==> src/rtl/meas_bcd_conv.sv <==
// -----------------------------------------------------------------------------
// meas_bcd_conv
//
// Measurement-to-display formatter in the pixel-clock domain. On an update
// request it snapshots eight binary measurement results, converts each one to
// five packed BCD digits using a sequential shift-add-3 engine, and then
// publishes all eight results at once, together with leading-zero blanking
// flags for the character renderer.
//
// Ports:
//   clk      in   pixel-domain clock
//   rst      in   synchronous, active-high reset
//   upd      in   update request; only acted on while idle
//   zx_P .. fzx_5_F  in  W-bit binary results, channels 0..7 in that order
//   bcd_out  out  packed BCD; channel c at [c*20+19:c*20], digit 0 = units
//   lz_mask  out  blank flags; channel c at [c*5+4:c*5], bit d = leading zero
//   busy     out  conversion in progress
//   done     out  one-cycle pulse in the cycle that bcd_out/lz_mask update
//
// Timing: if upd is sampled at edge k, done and the new outputs appear after
// edge k+145, and busy drops in the same cycle. Each channel takes 18 cycles
// (1 load, 16 shift, 1 store), and one more cycle commits the outputs.
// -----------------------------------------------------------------------------
module meas_bcd_conv #(
  parameter int NCH = 8,
  parameter int W   = 16,
  parameter int ND  = 5
) (
  input  logic                  clk,
  input  logic                  rst,
  input  logic                  upd,
  input  logic [W-1:0]          zx_P,
  input  logic [W-1:0]          zx_F,
  input  logic [W-1:0]          fzx_P,
  input  logic [W-1:0]          fzx_F,
  input  logic [W-1:0]          fzx_2_F,
  input  logic [W-1:0]          fzx_3_F,
  input  logic [W-1:0]          fzx_4_F,
  input  logic [W-1:0]          fzx_5_F,
  output logic [NCH*ND*4-1:0]   bcd_out,
  output logic [NCH*ND-1:0]     lz_mask,
  output logic                  busy,
  output logic                  done
);

  localparam int BW = ND * 4;
  localparam int CW = (NCH > 1) ? $clog2(NCH) : 1;
  localparam int IW = (W > 1) ? $clog2(W) : 1;

  localparam logic [CW-1:0] CH_LAST   = CW'(NCH - 1);
  localparam logic [CW-1:0] CH_ONE    = CW'(1);
  localparam logic [IW-1:0] ITER_LAST = IW'(W - 1);
  localparam logic [IW-1:0] ITER_ONE  = IW'(1);

  // Blank pattern for a value of zero: every digit except units is blanked
  localparam logic [ND-1:0] LZ_RST = {{(ND-1){1'b1}}, 1'b0};

  typedef enum logic [2:0] {
    ST_IDLE   = 3'd0,
    ST_LOAD   = 3'd1,
    ST_SHIFT  = 3'd2,
    ST_STORE  = 3'd3,
    ST_COMMIT = 3'd4
  } state_t;

  state_t r_state;
  state_t w_state_nxt;

  logic [W-1:0]       w_in [NCH];
  logic [W-1:0]       r_snap [NCH];
  logic [BW-1:0]      r_shadow [NCH];
  logic [W-1:0]       r_bin_sr;
  logic [BW-1:0]      r_bcd_sr;
  logic [IW-1:0]      r_iter;
  logic [CW-1:0]      r_ch;
  logic [BW-1:0]      w_bcd_adj;
  logic [NCH*BW-1:0]  w_shadow_flat;
  logic [NCH*ND-1:0]  w_lz_flat;
  logic [NCH*BW-1:0]  r_bcd_out;
  logic [NCH*ND-1:0]  r_lz_mask;
  logic               r_busy;
  logic               r_done;

  // Add-3 correction: any nibble of 5 or more would exceed 9 after doubling
  function automatic logic [BW-1:0] bcd_adj(input logic [BW-1:0] v);
    logic [BW-1:0] r;
    r = v;
    for (int d = 0; d < ND; d++) begin
      if (v[d*4 +: 4] >= 4'd5) begin
        r[d*4 +: 4] = v[d*4 +: 4] + 4'd3;
      end else begin
        r[d*4 +: 4] = v[d*4 +: 4];
      end
    end
    return r;
  endfunction

  // Leading-zero flags: digit d is blank when it and every higher digit are
  // zero. Units is never blank, so that a value of 0 still shows one digit.
  function automatic logic [ND-1:0] lz_of(input logic [BW-1:0] v);
    logic [ND-1:0] m;
    logic          z;
    m = {ND{1'b0}};
    z = 1'b1;
    for (int d = ND - 1; d >= 1; d--) begin
      z    = z & (v[d*4 +: 4] == 4'd0);
      m[d] = z;
    end
    m[0] = 1'b0;
    return m;
  endfunction

  assign w_in[0] = zx_P;
  assign w_in[1] = zx_F;
  assign w_in[2] = fzx_P;
  assign w_in[3] = fzx_F;
  assign w_in[4] = fzx_2_F;
  assign w_in[5] = fzx_3_F;
  assign w_in[6] = fzx_4_F;
  assign w_in[7] = fzx_5_F;

  assign w_bcd_adj = bcd_adj(r_bcd_sr);

  // Flatten the shadow bank and derive blank flags from it for the commit
  always_comb begin
    w_shadow_flat = {(NCH*BW){1'b0}};
    w_lz_flat     = {(NCH*ND){1'b0}};
    for (int c = 0; c < NCH; c++) begin
      w_shadow_flat[c*BW +: BW] = r_shadow[c];
      w_lz_flat[c*ND +: ND]     = lz_of(r_shadow[c]);
    end
  end

  // Sequencer state register
  always_ff @(posedge clk) begin
    if (rst) begin
      r_state <= ST_IDLE;
    end else begin
      r_state <= w_state_nxt;
    end
  end

  // Sequencer next-state: per channel load -> 16 shifts -> store, then commit
  always_comb begin
    w_state_nxt = r_state;
    case (r_state)
      ST_IDLE: begin
        if (upd) begin
          w_state_nxt = ST_LOAD;
        end else begin
          w_state_nxt = ST_IDLE;
        end
      end
      ST_LOAD: begin
        w_state_nxt = ST_SHIFT;
      end
      ST_SHIFT: begin
        if (r_iter == ITER_LAST) begin
          w_state_nxt = ST_STORE;
        end else begin
          w_state_nxt = ST_SHIFT;
        end
      end
      ST_STORE: begin
        if (r_ch == CH_LAST) begin
          w_state_nxt = ST_COMMIT;
        end else begin
          w_state_nxt = ST_LOAD;
        end
      end
      ST_COMMIT: begin
        w_state_nxt = ST_IDLE;
      end
      default: begin
        w_state_nxt = ST_IDLE;
      end
    endcase
  end

  // Datapath: snapshot bank, conversion engine, shadow bank and output buffer
  always_ff @(posedge clk) begin
    if (rst) begin
      for (int c = 0; c < NCH; c++) begin
        r_snap[c]   <= {W{1'b0}};
        r_shadow[c] <= {BW{1'b0}};
      end
      r_bin_sr  <= {W{1'b0}};
      r_bcd_sr  <= {BW{1'b0}};
      r_iter    <= {IW{1'b0}};
      r_ch      <= {CW{1'b0}};
      r_bcd_out <= {(NCH*BW){1'b0}};
      r_lz_mask <= {NCH{LZ_RST}};
      r_busy    <= 1'b0;
      r_done    <= 1'b0;
    end else begin
      r_done <= 1'b0;
      case (r_state)
        ST_IDLE: begin
          // Inputs are captured only here; later changes do not matter
          if (upd) begin
            for (int c = 0; c < NCH; c++) begin
              r_snap[c] <= w_in[c];
            end
            r_ch   <= {CW{1'b0}};
            r_busy <= 1'b1;
          end
        end
        ST_LOAD: begin
          r_bin_sr <= r_snap[r_ch];
          r_bcd_sr <= {BW{1'b0}};
          r_iter   <= {IW{1'b0}};
        end
        ST_SHIFT: begin
          // The binary MSB moves into the BCD LSB
          {r_bcd_sr, r_bin_sr} <= {w_bcd_adj, r_bin_sr} << 1'b1;
          r_iter <= r_iter + ITER_ONE;
        end
        ST_STORE: begin
          r_shadow[r_ch] <= r_bcd_sr;
          if (r_ch != CH_LAST) begin
            r_ch <= r_ch + CH_ONE;
          end
        end
        ST_COMMIT: begin
          // All channels become visible in one edge, never a partial set
          r_bcd_out <= w_shadow_flat;
          r_lz_mask <= w_lz_flat;
          r_done    <= 1'b1;
          r_busy    <= 1'b0;
        end
        default: begin
          r_busy <= 1'b0;
        end
      endcase
    end
  end

  assign bcd_out = r_bcd_out;
  assign lz_mask = r_lz_mask;
  assign busy    = r_busy;
  assign done    = r_done;

endmodule

==> config.mk <==
export PLATFORM = sky130hd
export DESIGN_NAME = meas_bcd_conv
export DESIGN_NICKNAME = d
export VERILOG_FILES = /design/src/rtl/meas_bcd_conv.sv
export SDC_FILE = /design/constraint.sdc
export NUM_CORES = 1
export LEC_CHECK = 0
export BUFFER_PORTS_ARGS = -buffer_cell sky130_fd_sc_hd__buf_2
export CELL_PAD_IN_SITES_DETAIL_PLACEMENT = 0
export CELL_PAD_IN_SITES_GLOBAL_PLACEMENT = 1
export CORE_MARGIN = 3
export CORE_UTILIZATION = 46
export CTS_BUF_LIST = sky130_fd_sc_hd__clkbuf_4
export DETAILED_ROUTE_END_ITERATION = 16
export PLACE_DENSITY_LB_ADDON = 0.1
export SYNTH_ARGS = -nofsm -noshare
export SYNTH_HDL_FRONTEND = slang
export SYNTH_SLANG_ARGS = --single-unit
==> constraint.sdc <==
create_clock -name clk -period 3.7 [get_ports clk]
set_input_delay 0.555 -clock clk [delete_from_list [all_inputs] [get_ports clk]]
set_output_delay 0.555 -clock clk [all_outputs]
set_load 0.02 [all_outputs]
==> flow_metrics.py, run 1 <==
metrics = {
    "critical_path": {
        "crit_required_ns": 4.26,
        "regToRegEndpoint": "r_shadow[7][9]",
        "startpoint_type": "register",
        "path_class": "reg -> reg",
        "worstRegToRegCells": 4,
        "cp-end-kind": "register",
        "arrival_ns": 3.48,
        "rr_startpoint": "r_state[0]",
        "critPathMaxFanout": 29,
        "rrSetupSlack_ns": 0.78,
    },
    "synthesis": {
        "synth_enable_flop_cells": 288,
        "syn-cell-area_um2": 21100,
        "ys_warn_count": 0,
        "synthTopCellsByCount": "367 x nand2_1, 288 x edfxtp_1, 243 x dfxtp_1",
        "yosysTopAreaCellShare_pct": 40.9,
        "synthArstFlopShare_pct": 0,
        "synth.avg_cell_area_um2": 11.1,
        "yosys.cell_count.top_type": "nand2_1",
        "netlist_top_cells_area": "edfxtp_1 41%, dfxtp_1 23%, nand2_1 6.5%, and2_1 5.3%, a21oi_1 4.6%",
        "syn_inst": 1908,
        "synth_cell_type_count": 55,
        "yosysTopAreaCell": "edfxtp_1",
        "ys_seq_elements": 531,
        "ys.flop_type": "edfxtp_1",
        "ys_seq_area_share_pct": 63.9,
    },
    "sta": {
        "setup_violations": 0,
        "fmax_mhz": 342,
        "tns_ns": 0,
        "fin_crit_sh_pct": 78.9,
        "slew_viol_final": 0,
        "hold_viol_final": 0,
        "fin_hold_ws_ns": 0.315,
        "relSlewSlack_pct": 29.1,
        "worst_pin_slew_ns": 1.06,
        "rsz0062_at_grt": "false",
        "period_minus_slack_ns": 2.92,
        "skew_ns": 0.0592,
    },
    "clock_tree": {
        "cts_root_buf": "clkbuf_4",
        "htreeDepth": 4,
        "cts_tree": "built",
        "cts_max_path_buffers": 3,
        "cts_setup_buffers": 0,
        "cts.sinks": 531,
        "cts_resized": 0,
        "hold_buffers": 129,
        "path_clk_slew_ns": 0.06,
        "numCtsBuffers": 140,
        "clkLatencyLatePin_ns": 0.97,
    },
    "power": {
        "peakVddDrop_v": 0.000228,
        "power_density_nw_per_um2": 477,
        "p_leak_nw": 10.1,
    },
    "floorplanning": {
        "start_util_pct": 47.2,
        "chipHeight_um": 220,
        "dieArea_um2": 48600,
        "core_um2": 44800,
        "fp.dieW_um": 220,
        "rows": 77,
        "io_pins": 333,
    },
    "hold_path": {
        "worstHoldPathType": "in -> reg",
        "worstHoldPathCells": 3,
        "hold_path_end": "r_state[2]",
        "hold_start": "rst",
    },
    "drt": {
        "vias": 15812,
        "vias_per_cell": 5.13,
        "drc": 0,
        "wl_um": 55700,
        "final_antenna_net_count": 0,
        "drtIter0Drc": 1056,
        "wire_per_inst_um": 18.0,
        "firstDrtPassIters": 5,
    },
    "grt": {
        "grt_first_pass_wirelength_um": 84200,
        "antenna_found_initial": 4,
        "grt_max_degree": 199,
        "gr-usage-all-layers_pct": 22.9,
        "grt_pass1_vias": 15432,
        "globalRoute.totalOverflow": 0,
    },
    "placement": {
        "placed_cell_area_um2": 23100,
        "place.gp.congestion": 0.761,
        "dpl.hpwl_um": 35300,
        "port_buffers": 324,
    },
    "outcome": {
        "status": "finished, final reports clean",
    },
    "final_layout": {
        "design_area_um2": 26200,
        "nFillCells": 3897,
        "final_nets": 2520,
        "syn2layout_area_growth_pct": 23.9,
        "drive_above_1_share_pct": 24.7,
    },
    "job": {
        "max_cap_violations": 0,
    },
}
==> cells in the final DEF (no fill, tap or decap), types with 35 or more instances in the layout <==
cell type	n
dfxtp_1	242
mux2i_1	69
clkbuf_4	226
a21oi_1	194
and2_1	179
edfxtp_1	288
nand2_1	366
nor2b_1	35
buf_2	323
nor4_1	52
nor3_1	62
dlygate4sd3_1	129
a22oi_1	47
==> report_power, final <==
part	total [mW]	internal [mW]	switching (mW)
Combinational	0.781	0.329	0.452
Sequential	6.57	6.46	0.108
Clock	5.15	2.82	2.32
Total	12.5	9.61	2.88
==> layer usage <==
layer / up-vias / wire length [um] / track usage [%]
met2: 492 / 27900 / 39.0
li1: 7714 / - / -
met4: 0 / 1230 / 8.67
met3: 78 / 3400 / 5.74
met1: 7528 / 23100 / 28.2
met5: - / 0 / 0
==> how the worst max path moves through the flow <==
stage	startpoint	cells past startpoint	end	slack, ns
floorplan	rst	4	r_snap[0][0]	0.31
global placement	r_state[0]	4	r_shadow[7][1]	0.98
detailed placement	r_state[0]	4	r_shadow[7][17]	0.79
CTS	r_state[0]	4	r_shadow[7][9]	0.75
global route	r_state[0]	4	r_shadow[4][8]	0.56
finish	r_state[0]	4	r_shadow[7][9]	0.78
==> cell families after synthesis <==
family / after synthesis / share of synthesized area [%]
and+or+nand+nor: 786 / 18.5
DFF: 531 / 63.9
AOI/OAI and AO/OA: 333 / 9.56
buffers and inverters: 169 / 3.73
muxes: 69 / 3.27
adders and majority gates: 13 / 0.770
xor gates and xnor gates: 6 / 0.249
other: 1 / 0.0177
==> critical path, stage by stage, from the launching register on <==
cell      delay, ns
dfxtp_1        0.76
and4bb_1       0.50
nand2_4        0.28
nor2_1         0.49
or2_2          0.49
==> registers in the layout, indices dropped and copies added, names as in the netlist, named ones only <==
register,flops
r_bcd_sr,20
lz_mask,32
r_snap,128
r_iter,4
r_shadow,160
busy,1
r_ch,3
bcd_out,160
r_bin_sr,16
r_state,3
done,1
==> through the flow <==
step / instances / utilization, % / power (mW) / worst slack [ns]
floorplan: 1915 / - / 7.12 / 0.307
global placement: 2697 / 51.5 / 7.36 / 0.982
detailed placement: 2697 / 51.5 / 7.38 / 0.792
CTS: 3077 / 58.4 / 12.7 / 0.750
global route: 3083 / 58.4 / 13.1 / 0.556
finish: 3084 / 58.5 / 12.5 / 0.780
==> layout make-up <==
class | instances | area (um2) | share of cell area (%)
Clock buffer | 226 | 1700 | 6.48
Multi-Input combinational cell | 1215 | 6880 | 26.3
Inverter | 13 | 48.8 | 0.186
Clock inverter | 25 | 125 | 0.478
Sequential cell | 531 | 13500 | 51.6
Antenna cell | 7 | 17.5 | 0.0669
Tap cell | 592 | 741 | 2.83
Timing Repair Buffer | 475 | 3160 | 12.1
(Power assumes the default switching activity.)
==> run 2, diff against run 1 <==
--- a/config.mk
+++ b/config.mk
@@ -5,11 +5,12 @@
 export SDC_FILE = /design/constraint.sdc
 export NUM_CORES = 1
 export LEC_CHECK = 0
+export ABC_AREA = 1
 export BUFFER_PORTS_ARGS = -buffer_cell sky130_fd_sc_hd__buf_2
 export CELL_PAD_IN_SITES_DETAIL_PLACEMENT = 0
 export CELL_PAD_IN_SITES_GLOBAL_PLACEMENT = 1
 export CORE_MARGIN = 3
-export CORE_UTILIZATION = 46
+export CORE_UTILIZATION = 40
 export CTS_BUF_LIST = sky130_fd_sc_hd__clkbuf_4
 export DETAILED_ROUTE_END_ITERATION = 16
 export PLACE_DENSITY_LB_ADDON = 0.1
==> constraint.sdc (replaced) <==
create_clock -name clk -period 2.5 [get_ports clk]
set_input_delay 0.375 -clock clk [delete_from_list [all_inputs] [get_ports clk]]
set_output_delay 0.375 -clock clk [all_outputs]
set_load 0.02 [all_outputs]
==> run 2 against run 1 <==
- via count grew 9.2%
- critical path depth grew 3
- clock skew shrank 0.0045 ns
- hold slack lost 0.075 ns
==> flow_metrics.py, run 2 <==
metrics = {
    "clock_tree": {
        "cts_setup_buffers": 0,
        "hold_buffers": 137,
        "cts_tree": "built",
        "numCtsBuffers": 145,
        "path_clk_slew_ns": 0.07,
        "cts_root_buf": "clkbuf_4",
        "cts_max_path_buffers": 3,
        "clkLatencyLatePin_ns": 0.97,
        "cts.sinks": 531,
        "cts_resized": 0,
        "htreeDepth": 4,
    },
    "synthesis": {
        "yosysTopAreaCellShare_pct": 40.2,
        "synth_cell_type_count": 34,
        "synthTopCellsByCount": "560 x nor2_1, 307 x nand2_1, 292 x inv_1",
        "synth_compound_area_share_pct": 7.03,
        "ys.flop_type": "edfxtp_1",
        "ys_seq_area_share_pct": 62.8,
        "ys_warn_count": 0,
        "netlist_top_cells_area": "edfxtp_1 40%, dfxtp_1 23%, nor2_1 9.8%, nand2_1 5.4%, inv_1 5.1%",
        "muxShareOfSynthArea_pct": 0,
        "yosys.cell_count.top_type": "nor2_1",
        "synth_top_family_by_area": "simple AND/OR/NAND/NOR gates",
        "synthArstFlopShare_pct": 0,
        "ys_seq_elements": 531,
        "synth-simple-area-share_pct": 20.3,
        "synth.avg_cell_area_um2": 9.16,
        "syn-cell-area_um2": 21500,
        "yosysTopAreaCell": "edfxtp_1",
        "syn_inst": 2351,
        "synth_enable_flop_cells": 288,
        "synth_xor_area_share_pct": 0,
        "synthAdderAreaFrac_pct": 0.755,
    },
    "sta": {
        "hold_viol_final": 0,
        "worst_pin_slew_ns": 0.802,
        "setup_ws_ns": 0.475,
        "fmax_mhz": 494,
        "fin_crit_sh_pct": 81.0,
        "setup_violations": 0,
        "rsz0062_at_grt": "false",
        "skew_ns": 0.0547,
        "period_minus_slack_ns": 2.02,
        "relSlewSlack_pct": 46.4,
        "slew_viol_final": 0,
        "tns_ns": 0,
    },
    "hold_path": {
        "worstHoldPathType": "in -> reg",
        "worstHoldPathCells": 4,
    },
    "power": {
        "power_mw": 19.1,
        "peakVddDrop_v": 0.000362,
        "p_leak_nw": 11.9,
        "power_density_nw_per_um2": 703,
    },
    "final_layout": {
        "final-seq-area_um2": 13500,
        "layout_commonest_cell": "nor2_1",
        "design_area_um2": 27100,
        "drive_above_1_share_pct": 21.9,
        "multiInputGateArea_um2": 6100,
        "layout_common_cells": "560 x nor2_1, 323 x buf_2, 306 x nand2_1",
        "syn2layout_area_growth_pct": 26.0,
        "final_nets": 3020,
        "nFillCells": 5112,
    },
    "job": {
        "max_cap_violations": 0,
    },
    "floorplanning": {
        "start_util_pct": 40.7,
        "io_pins": 333,
        "chipHeight_um": 238,
        "rows": 84,
        "dieArea_um2": 56600,
        "fp.dieW_um": 238,
        "core_um2": 52900,
    },
    "grt": {
        "gr-usage-all-layers_pct": 21.1,
        "globalRoute.totalOverflow": 0,
        "grt_max_degree": 81,
        "antenna_found_initial": 3,
        "grt_pass1_vias": 17273,
        "grt_first_pass_wirelength_um": 92200,
    },
    "outcome": {
        "status": "finished, final reports clean",
    },
    "drt": {
        "drtIter0Drc": 1059,
        "vias_per_cell": 4.68,
        "firstDrtPassIters": 5,
        "vias": 17265,
        "wire_per_inst_um": 16.2,
        "drc": 0,
        "final_antenna_net_count": 0,
        "wl_um": 59800,
    },
    "placement": {
        "dpl.hpwl_um": 39600,
        "place_ws_ns": 0.437,
        "place.gp.congestion": 0.833,
        "port_buffers": 324,
        "placed_cell_area_um2": 23800,
    },
    "critical_path": {
        "critPathMaxFanout": 20,
        "arrival_ns": 2.60,
        "crit_required_ns": 3.08,
        "startpoint_type": "register",
        "cp-end-kind": "register",
        "worstRegToRegCells": 7,
        "path_class": "reg -> reg",
    },
}
## run 2: cell types whose count changed in the layout (fill, tap and decap cells not counted), sizes merged, moves of 69 or more
cell | before | now
a21oi | 195 | 112
and2 | 180 | 0
mux2i | 69 | 0
nor2 | 31 | 564
nand3 | 15 | 131
o21ai | 17 | 174
inv | 14 | 309
## run 2: layer usage
layer | GRT usage, % | wire (um)
met1 | 25.7 | 25600
met2 | 35.0 | 28500
met3 | 5.19 | 3340
met4 | 10.8 | 2320
met5 | 0 | 11
## run 2: kinds of logic after synthesis
family | count (synthesis)
compound gates | 297
fa+ha+maj | 13
buf+inv | 454
flops | 531
other cells | 1
simple gates | 1055
## run 2: area by class of cell
type	instances	share of cell area [%]
Sequential cell	531	49.8
Multi-Input combinational cell	1373	22.5
Timing Repair Buffer	510	12.9
Clock buffer	233	6.45
Inverter	315	4.38
Tap cell	688	3.17
Clock inverter	30	0.816
Antenna cell	8	0.0738
## run 2: per-stage QoR
stage               util (%)  std cells  hold WS, ns
global placement        45.0       3280        0.445
floorplan                  -       2358        0.437
finish                  51.3       3688        0.240
CTS                     51.3       3680        0.101
global route            51.3       3684        0.154
detailed placement      45.0       3280        0.454
## run 2: worst paths after layout
| kind | start | endpoint | slack (ns) |
|---|---|---|---|
| worst max-delay path | r_state[2] | r_shadow[6][6] | 0.48 |
| worst min-delay path | fzx_4_F[6] | r_snap[6][6] | 0.24 |
| worst max register to register | r_state[2] | r_shadow[6][6] | 0.48 |
| worst min register to register | r_bcd_sr[19] | r_bcd_sr[19] | 0.47 |
## run 2: critical path, cell delays in order (launching register included)
cell     delay [ns]
dfxtp_1        0.35
inv_2          0.14
nand3_2        0.13
nor2_4         0.15
nand2_1        0.10
inv_2          0.14
nand2_2        0.07
nand2_1        0.59
## run 2: report_power, final
group	internal (mW)	switching, mW
clock network	4.53	3.56
logic	0.498	0.848
registers	9.53	0.119
